--- config.mk ---
export PLATFORM = sky130hd
export DESIGN_NAME = npu_sched_seq
export DESIGN_NICKNAME = d
export VERILOG_FILES = /design/src/rtl/npu_sched_seq.sv
export SDC_FILE = /design/constraint.sdc
export NUM_CORES = 1
export LEC_CHECK = 0
export CORE_MARGIN = 8
export CORE_UTILIZATION = 40
export CTS_CLUSTER_SIZE = 30
export DETAILED_ROUTE_END_ITERATION = 8
export PLACE_DENSITY = 0.65
export RECOVER_POWER = 25
export SYNTH_ARGS = -nofsm -noshare
export SYNTH_HDL_FRONTEND = slang
export SYNTH_SLANG_ARGS = --single-unit
--- constraint.sdc ---
create_clock -name CLK -period 3.9 [get_ports CLK]
set_input_delay 0.585 -clock CLK [delete_from_list [all_inputs] [get_ports CLK]]
set_output_delay 0.585 -clock CLK [all_outputs]
set_load 0.005 [all_outputs]
--- src/rtl/npu_sched_seq.sv ---
// npu_sched_seq -- NPU schedule sequencer.
//
// Holds a program of control words {last, rpt, ctrl} and, on start, plays
// it back for a configurable number of iterations. Each word is held on the
// control outputs for rpt+1 cycles. Stall inserts bubbles, abort returns to
// IDLE. A one-cycle done pulse follows the final word.
//
// Optional feature: define NPU_SCHED_PERF_EN to build the active/stall
// cycle counters. When it is undefined those ports read as 0.
//
// Ports:
//   CLK, npu_rst                      clock, synchronous active-high reset
//   npu_sched_write_en / _din         append a word (IDLE only, not full)
//   npu_sched_start / _iter           start request and iteration count
//   npu_sched_stall / _abort          bubble insertion / run termination
//   npu_sched_busy / _done / _full    status (all registered)
//   npu_sched_*_en, *_sel*            registered control fields of the word
//   npu_sched_active_cycles           RUN cycles without stall
//   npu_sched_stall_cycles            RUN cycles with stall
//
// state | meaning
// IDLE  | program load allowed, waiting for start
// RUN   | playing words, outputs follow word[pc]
// DONE  | one cycle emitting the done pulse
module npu_sched_seq #(
   parameter int PE_SEL_W = 3,
   parameter int RPT_W    = 4,
   parameter int DEPTH    = 64,
   parameter int ADDR_W   = 6,
   parameter int ITER_W   = 8,
   localparam int CTRL_W  = 10 + 2*PE_SEL_W,
   localparam int WORD_W  = CTRL_W + RPT_W + 1
) (
   input  logic                CLK,
   input  logic                npu_rst,
   input  logic                npu_sched_write_en,
   input  logic [WORD_W-1:0]   npu_sched_din,
   input  logic                npu_sched_start,
   input  logic [ITER_W-1:0]   npu_sched_iter,
   input  logic                npu_sched_stall,
   input  logic                npu_sched_abort,
   output logic                npu_sched_busy,
   output logic                npu_sched_done,
   output logic                npu_sched_full,
   output logic                npu_sched_input_fifo_read_en,
   output logic                npu_sched_sigmoid_fifo_read_en,
   output logic                npu_sched_sigmoid_fifo_write_en,
   output logic                npu_sched_output_fifo_write_en,
   output logic [PE_SEL_W-1:0] npu_sched_pe_select_in,
   output logic                npu_sched_pe_write_en,
   output logic                npu_sched_acc_fifo_read_en,
   output logic                npu_sched_acc_fifo_write_en,
   output logic [PE_SEL_W-1:0] npu_sched_sigmoid_input_sel_pe,
   output logic                npu_sched_sigmoid_input_en,
   output logic [1:0]          npu_sched_sigmoid_function_sel,
   output logic [31:0]         npu_sched_active_cycles,
   output logic [31:0]         npu_sched_stall_cycles
);

   typedef enum logic [1:0] {S_IDLE, S_RUN, S_DONE} state_t;

   localparam logic [ADDR_W:0]   ONE_C   = (ADDR_W+1)'(1);
   localparam logic [ADDR_W:0]   DEPTH_C = (ADDR_W+1)'(DEPTH);

   state_t              state;
   logic [WORD_W-1:0]   mem [DEPTH];
   logic [ADDR_W:0]     count;
   logic [ADDR_W-1:0]   pc;
   logic [RPT_W-1:0]    rpt_cnt;
   logic [ITER_W-1:0]   iter_cnt;
   logic [CTRL_W-1:0]   ctrl_q;
   logic                busy_q, done_q, full_q;

   logic                wr_ok, start_ok, cur_last, at_end;
   logic [ADDR_W-1:0]   pc_inc;
   logic [ADDR_W:0]     last_idx;
   logic [CTRL_W-1:0]   cur_ctrl;
   logic [RPT_W-1:0]    nxt_rpt, first_rpt;

   assign wr_ok     = (state == S_IDLE) && npu_sched_write_en && !full_q;
   assign start_ok  = (state == S_IDLE) && npu_sched_start && !npu_sched_abort;
   assign pc_inc    = pc + ADDR_W'(1);
   assign last_idx  = count - ONE_C;
   assign cur_last  = mem[pc][WORD_W-1];
   assign cur_ctrl  = mem[pc][CTRL_W-1:0];
   assign nxt_rpt   = mem[pc_inc][CTRL_W +: RPT_W];
   assign first_rpt = mem[0][CTRL_W +: RPT_W];
   // The stored count bounds the program even when no word carries last.
   assign at_end    = cur_last || ({1'b0, pc} == last_idx);

   // Program storage has no reset; the write pointer alone defines contents.
   always_ff @(posedge CLK) begin
      if (!npu_rst && wr_ok)
         mem[count[ADDR_W-1:0]] <= npu_sched_din;
   end

   always_ff @(posedge CLK) begin
      if (npu_rst) begin
         state    <= S_IDLE;
         count    <= '0;
         pc       <= '0;
         rpt_cnt  <= '0;
         iter_cnt <= '0;
         ctrl_q   <= '0;
         busy_q   <= 1'b0;
         done_q   <= 1'b0;
         full_q   <= 1'b0;
      end else begin
         done_q <= 1'b0;
         if (wr_ok) begin
            count  <= count + ONE_C;
            full_q <= ((count + ONE_C) == DEPTH_C);
         end
         if (npu_sched_abort) begin
            state  <= S_IDLE;
            ctrl_q <= '0;
            busy_q <= 1'b0;
         end else begin
            case (state)
               S_IDLE: begin
                  ctrl_q <= '0;
                  busy_q <= 1'b0;
                  if (start_ok) begin
                     iter_cnt <= (npu_sched_iter == '0) ? ITER_W'(1) : npu_sched_iter;
                     pc       <= '0;
                     rpt_cnt  <= first_rpt;
                     state    <= (count != '0) ? S_RUN : S_DONE;
                  end
               end
               S_RUN: begin
                  if (npu_sched_stall) begin
                     ctrl_q <= '0;
                  end else begin
                     ctrl_q <= cur_ctrl;
                     busy_q <= 1'b1;
                     if (rpt_cnt != '0) begin
                        rpt_cnt <= rpt_cnt - RPT_W'(1);
                     end else if (!at_end) begin
                        pc      <= pc_inc;
                        rpt_cnt <= nxt_rpt;
                     end else if (iter_cnt > ITER_W'(1)) begin
                        // Wrap straight into word 0 so iterations run back to back.
                        iter_cnt <= iter_cnt - ITER_W'(1);
                        pc       <= '0;
                        rpt_cnt  <= first_rpt;
                     end else begin
                        state <= S_DONE;
                     end
                  end
               end
               S_DONE: begin
                  ctrl_q <= '0;
                  busy_q <= 1'b0;
                  done_q <= 1'b1;
                  state  <= S_IDLE;
               end
               default: state <= S_IDLE;
            endcase
         end
      end
   end

   assign npu_sched_busy                  = busy_q;
   assign npu_sched_done                  = done_q;
   assign npu_sched_full                  = full_q;
   assign npu_sched_input_fifo_read_en    = ctrl_q[0];
   assign npu_sched_sigmoid_fifo_read_en  = ctrl_q[1];
   assign npu_sched_sigmoid_fifo_write_en = ctrl_q[2];
   assign npu_sched_output_fifo_write_en  = ctrl_q[3];
   assign npu_sched_pe_select_in          = ctrl_q[PE_SEL_W+3:4];
   assign npu_sched_pe_write_en           = ctrl_q[PE_SEL_W+4];
   assign npu_sched_acc_fifo_read_en      = ctrl_q[PE_SEL_W+5];
   assign npu_sched_acc_fifo_write_en     = ctrl_q[PE_SEL_W+6];
   assign npu_sched_sigmoid_input_sel_pe  = ctrl_q[2*PE_SEL_W+6:PE_SEL_W+7];
   assign npu_sched_sigmoid_input_en      = ctrl_q[2*PE_SEL_W+7];
   assign npu_sched_sigmoid_function_sel  = ctrl_q[CTRL_W-1:CTRL_W-2];

`ifdef NPU_SCHED_PERF_EN
   logic [31:0] active_q, stall_q;

   always_ff @(posedge CLK) begin
      if (npu_rst || start_ok) begin
         active_q <= '0;
         stall_q  <= '0;
      end else if (state == S_RUN) begin
         if (npu_sched_stall) begin
            if (stall_q != '1) stall_q <= stall_q + 32'd1;
         end else begin
            if (active_q != '1) active_q <= active_q + 32'd1;
         end
      end
   end

   assign npu_sched_active_cycles = active_q;
   assign npu_sched_stall_cycles  = stall_q;
`else
   assign npu_sched_active_cycles = '0;
   assign npu_sched_stall_cycles  = '0;
`endif

endmodule

==> metrics.txt, run 1 <==
status finished with violations; violated checks max-capacitance violations, max-slew violations; DR vias/cell 5.77; Top Ports 118; Clock Skew 0.0326 ns; Clk Latency, worst-skew pair 0.77 ns; DRC violations left 0; Startpoint Class flop; part of the Yosys area used for sequential elements 76.0%; number of fill cells in the layout between 10000 and 15000; clock tree root buffer cell clkbuf_16; post_cts resized 0; total leakage power roughly 19 nW; CTS clk-pin slew, worst paths 0.06 ns; Logic pwr share 2.1%; hold_buf cts 0; Synthesis Warnings 0; post-synthesis cell count around 2400; MaxCap Viol Count 15; largest net degree at the start of global routing 77; most frequent cells in the layout 1344 x edfxtp_1, 415 x mux4_2, 144 x clkbuf_16, 91 x buf_4, 66 x mux2i_1; kind of critical path reg -> reg; Detail Route Antenna Nets 0; nets@finish between 2000 and 3000; TNS Setup 0 ns; wire per inst around 30 um; # Post-CTS Setup Buffers 0; Hold WS between 0.5 and 0.6 ns; layout cells sized above 1 31.1%; PnR worst setup slack around 0.31 ns; share of power burned in registers about 54%; Worst Max-Slew Pin Slew slightly above 3 ns; max-slew violations between 900 and 1000; routability cong. ~0.81; adder-cell share of the synthesized area 0.161%; 1st-pass router iterations 5; VDD IR max ~0.43 mV; sw frac about a fifth; initial antenna violation count 4; CTS Sinks ~1400; WP data arrival 4.20 ns; relative slew slack -101%; commonest non-fill, non-tap cell in the layout edfxtp_1; drt total wl about 130000 um; Cell Area, Synth between 50000 and 60000 um^2; grt ovf 0; PD cells roughly 480 nW/um^2; top_reg_cell synth edfxtp_1; Clock Power Share 43.7%; pre-CTS setup slack approximately 0.43 ns; Post-Synth Simple-Gate Area roughly 1.8%; multiplexer area fraction after synthesis a little under a fifth; all-layer global routing usage between 10% and 20%; vias between 20000 and 30000; first-pass GRT wire length around 190000 um; mean post-synth cell area about 23 um^2; maximum clock rate around 280 MHz; vias in the first global route about 27000; Post-synth EDFFs around 1300; Core Region 135000 um^2; min Tclk post-route 3.59 ns; Psw around 6.1 mW; Area after DPL 58200 um^2; num rows between 100 and 150; initial core utilization around two fifths; RSZ-0062 raised after global routing no; final hold vios 0; Final Instance Area between 60000 and 70000 um^2; number of H-tree levels 4; DIE HEIGHT slightly below 400 um; buffer depth of the longest clock path 3; final setup violating endpoints 0; Yosys reg bits 1396; largest family of logic cells by synthesized area multiplexers; CP Capture Type flop; die area roughly 150000 um^2; CP required 4.51 ns; # port buffers 53; Cell variety after synth just under 60; CTS tree yes; XOR/XNOR Fraction of Synth Area less than 1%; HP Class reg -> reg; HPWL after DPL slightly below 80000 um; Area Growth Syn to Fin 15.3%; Async SR Flop Fraction 0%; Int Power 24.3 mW; worst-path fanout max 24; Synth Area in Compound Gates roughly 1.2%; DRT iter0 DRCs 3135; TritonCTS Buffers roughly 140; Final Cycle Share around 90%; Horiz. Die Dim 385 um
==> logic make-up after synthesis <==
group	Yosys count
DFF	1396
and+or+nand+nor	211
xor gates and xnor gates	22
AOI/OAI and AO/OA	94
other	1
adders and majority gates	7
muxes	483
buffers and inverters	204
==> cell type report <==
class / count / area (um^2) / share of cell area [%]
Timing Repair Buffer: 197 / 2150 / 3.43
Antenna cell: 3 / 7.51 / 0.0120
Sequential cell: 1396 / 41400 / 66.0
Tap cell: 1781 / 2230 / 3.55
Clock buffer: 188 / 3860 / 6.15
Clock inverter: 63 / 688 / 1.10
Inverter: 12 / 47.5 / 0.0757
Multi-Input combinational cell: 881 / 12400 / 19.7
==> registers in the layout, indices dropped and copies added, names as in the netlist, 2 cells and up, named ones only <==
name,cells
count,7
ctrl_q,16
iter_cnt,8
mem,1344
pc,6
rpt_cnt,4
state,2
==> Yosys cell counts, types with 5 or more instances <==
master / count / area share, %
nor3b_1: 9 / 0.12
o21ai_0: 10 / 0.092
nand3b_1: 6 / 0.083
a21oi_1: 14 / 0.13
a31oi_1: 5 / 0.057
clkbuf_1: 62 / 0.43
o211ai_1: 6 / 0.083
o31ai_1: 5 / 0.069
buf_2: 20 / 0.18
dfxtp_1: 52 / 1.9
nor2_1: 108 / 0.74
buf_4: 79 / 1.1
inv_1: 11 / 0.076
xor2_1: 9 / 0.14
a21o_1: 11 / 0.15
nand4_1: 5 / 0.057
mux2i_1: 66 / 1.2
buf_1: 27 / 0.19
a22oi_1: 17 / 0.23
xnor2_1: 13 / 0.21
edfxtp_1: 1344 / 74
nand2_1: 33 / 0.23
nand3_1: 15 / 0.14
o22ai_1: 5 / 0.057
ha_1: 7 / 0.16
nor3_1: 10 / 0.092
mux4_2: 415 / 17
==> final timing paths <==
kind / from / end / slack [ns] / depth (start not counted)
setup reg to reg: flop / iter_cnt[5] / 0.31 / 9
hold reg to reg: iter_cnt[4] / iter_cnt[4] / 0.50 / 2
hold / removal: iter_cnt[4] / iter_cnt[4] / 0.50 / 2
setup / recovery: flop / iter_cnt[5] / 0.31 / 9
==> metal layers <==
| metal | up-vias | track usage, % | routed length (um) |
|---|---|---|---|
| li1 | 10500 | - | - |
| met2 | 1264 | 28.9 | 64500 |
| met3 | 214 | 3.72 | 12100 |
| met1 | 14100 | 25.2 | 54400 |
| met5 | - | 0 | 0 |
| met4 | 0 | 5.07 | 3560 |
==> metrics by stage <==
step	util, %	power, mW	std cells
2_1_floorplan	-	17.1	2481
3_3_place_gp	43.1	17.4	4267
3_5_place_dp	43.1	17.4	4267
4_1_cts	46.4	30.6	4518
5_1_grt	46.4	31.2	4518
6_report	46.4	30.4	4521
==> critical path, stage by stage, from the launching register on <==
cell and delay, ns:
dfxtp_4 0.65, buf_12 0.30, mux4_2 0.54, a31oi_1 0.19
o211ai_1 0.14, nand3_1 0.14, nand4_1 0.36, a21boi_1 0.66
nand2b_1 0.32, o32ai_1 0.14
==> power by group through the flow <==
stage / Sequential, mW / Clock, mW / Combinational [mW]
6_report: 16.5 / 13.3 / 0.640
5_1_grt: 16.5 / 14.0 / 0.681
4_1_cts: 16.5 / 13.5 / 0.634
3_5_place_dp: 16.8 / 0 / 0.634
3_3_place_gp: 16.8 / 0 / 0.593
2_1_floorplan: 16.8 / 0 / 0.314
(Power assumes the default switching activity.)
==> run 2: changes to the inputs <==
Settings changed: CORE_ASPECT_RATIO set to 0.9, REMOVE_ABC_BUFFERS set to 1.
==> run 2 against run 1 <==
The flow still finishes with violations (max-capacitance violations, max-slew violations); critical path depth shrank 1; clock power shrank 4%; worst hold slack lost 0.016 ns; first-iteration DRC count grew 2.5%; clock skew shrank 0.0028 ns; register-to-register slack gained 0.19 ns; sequential cell count is the same; via count grew 0.20%; count of clock-buffer cells in the layout shrank 11; utilization shrank 0.22 points.
==> metrics.txt, run 2 (synthesis results as in run 1) <==
# Post-CTS Setup Buffers 0; max FFs per register 1344; all-layer global routing usage roughly 18%; max-slew violations 780; clock tree root buffer cell clkbuf_16; buffer depth of the longest clock path 3; first-pass GRT wire length between 150000 and 200000 um; number of H-tree levels 4; post_cts resized 0; layout cells sized above 1 just over 30%; wire per inst between 20 and 30 um; Top Ports around 120; Final Instance Area 62500 um^2; Critical Path Slowest Stage Cell dfxtp_4; Power Total between 20 and 30 mW; vias approximately 26000; vias in the first global route 26600; Clk Latency, worst-skew pair around 0.76 ns; routability cong. around 0.87; CTS clk-pin slew, worst paths 0.06 ns; num rows between 100 and 150; kind of critical path reg -> reg; Horiz. Die Dim between 400 and 500 um; worst-path fanout max 16; Startpoint Class flop; DR vias/cell ~5.7; placed insts around 4300; Critical Path Most Common Cell mux4_2; DIE HEIGHT 366 um; Non-Filler Instances 4555; final hold vios 0; violated checks max-capacitance violations, max-slew violations; WP data arrival slightly above 4 ns; MaxCap Viol Count 12; Worst Max-Slew Pin Slew 2.95 ns; total leakage power between 15 and 20 nW; hold_buf cts 0; min Tclk post-route 3.41 ns; Core Region 135000 um^2; Clock Skew ~0.030 ns; initial core utilization slightly above 40%; crit-path cells mux4_2 > mux4_2 > nand3b_1 > nand4_1 > buf_4 > a21boi_1 > nand2b_1 > o32ai_1; 1st-pass router iterations 7; Final Cycle Share between 80% and 90%; CTS tree yes; maximum single-stage delay on the critical path 0.62 ns; Area after DPL about 58000 um^2; CTS Sinks between 1000 and 1500; TritonCTS Buffers between 100 and 150; CP Capture Type flop; die area 148000 um^2; HP Class reg -> reg; DRT iter0 DRCs about 3200; commonest non-fill, non-tap cell in the layout edfxtp_1; initial antenna violation count 5; Area Growth Syn to Fin 14.7%; TNS Setup 0 ns; status finished with violations; largest net degree at the start of global routing 102; VDD IR max roughly 0.35 mV; nets@finish ~2700; Detail Route Antenna Nets 0; relative slew slack -96.8%; maximum clock rate roughly 290 MHz; CP required roughly 4.5 ns; most frequent cells in the layout 1344 x edfxtp_1, 415 x mux4_2, 139 x clkbuf_16, 102 x buf_4, 66 x mux2i_1; PD cells around 480 nW/um^2; grt ovf 0; DRC violations left 0; final setup violating endpoints 0; # port buffers 53; drt total wl 135000 um; RSZ-0062 raised after global routing no; HPWL after DPL 80800 um
-- run 2: changes by cell type in the layout (fill, tap and decap cells not counted), sizes merged --
cell | previous run | this run
clkinvlp | 3 | 9
clkinv | 45 | 46
bufinv | 10 | 8
buf | 150 | 154
diode | 3 | 2
clkbuf | 203 | 189
inv | 17 | 18
-- run 2: cell type report --
cell class | count | area, um^2
fill | 11000 | 72800
clock inverter | 69 | 619
multi-input combinational | 881 | 12400
timing repair buffer | 198 | 2040
antenna | 2 | 5.00
inverter | 12 | 47.5
tap | 1820 | 2280
sequential | 1396 | 41400
clock buffer | 177 | 3700
-- run 2: metal layers --
metal	global-route usage (%)	part of all wire, %	vias to the layer above
li1	-	-	10500
met1	25.8	41	14100
met2	27.7	47	1332
met3	4.28	9.7	210
met4	4.77	2.2	2
met5	0	0.010	-
-- run 2: worst max-delay path, delay by kind of cell (launching register included) --
kind / cells / cell delay, ns
flops: 1 / 0.62
buf+inv: 1 / 0.27
mux: 2 / 1.06
simple gates: 3 / 0.70
compound gates: 2 / 0.62
-- run 2: power by group --
part           switching [mW]  internal [mW]
logic                   0.460          0.170
clock network            5.55           7.26
registers              0.0304           16.5
-- run 2: worst paths after layout --
check | end | depth (start not counted) | start | slack [ns]
max | iter_cnt[4] | 8 | flop | 0.49
min | iter_cnt[4] | 2 | iter_cnt[4] | 0.49
max reg2reg | iter_cnt[4] | 8 | flop | 0.49
min reg2reg | iter_cnt[4] | 2 | iter_cnt[4] | 0.49
-- run 2: per-stage QoR --
| stage | hold slack, ns | utilization, % | worst slack [ns] |
|---|---|---|---|
| global route | 0.502 | 46.2 | 0.384 |
| finish | 0.486 | 46.2 | 0.495 |
| detailed placement | 0.475 | 43.0 | 0.560 |
| global placement | 0.464 | 43.0 | 0.598 |
| CTS | 0.450 | 46.2 | 0.560 |
| floorplan | 0.449 | - | -10.01 |
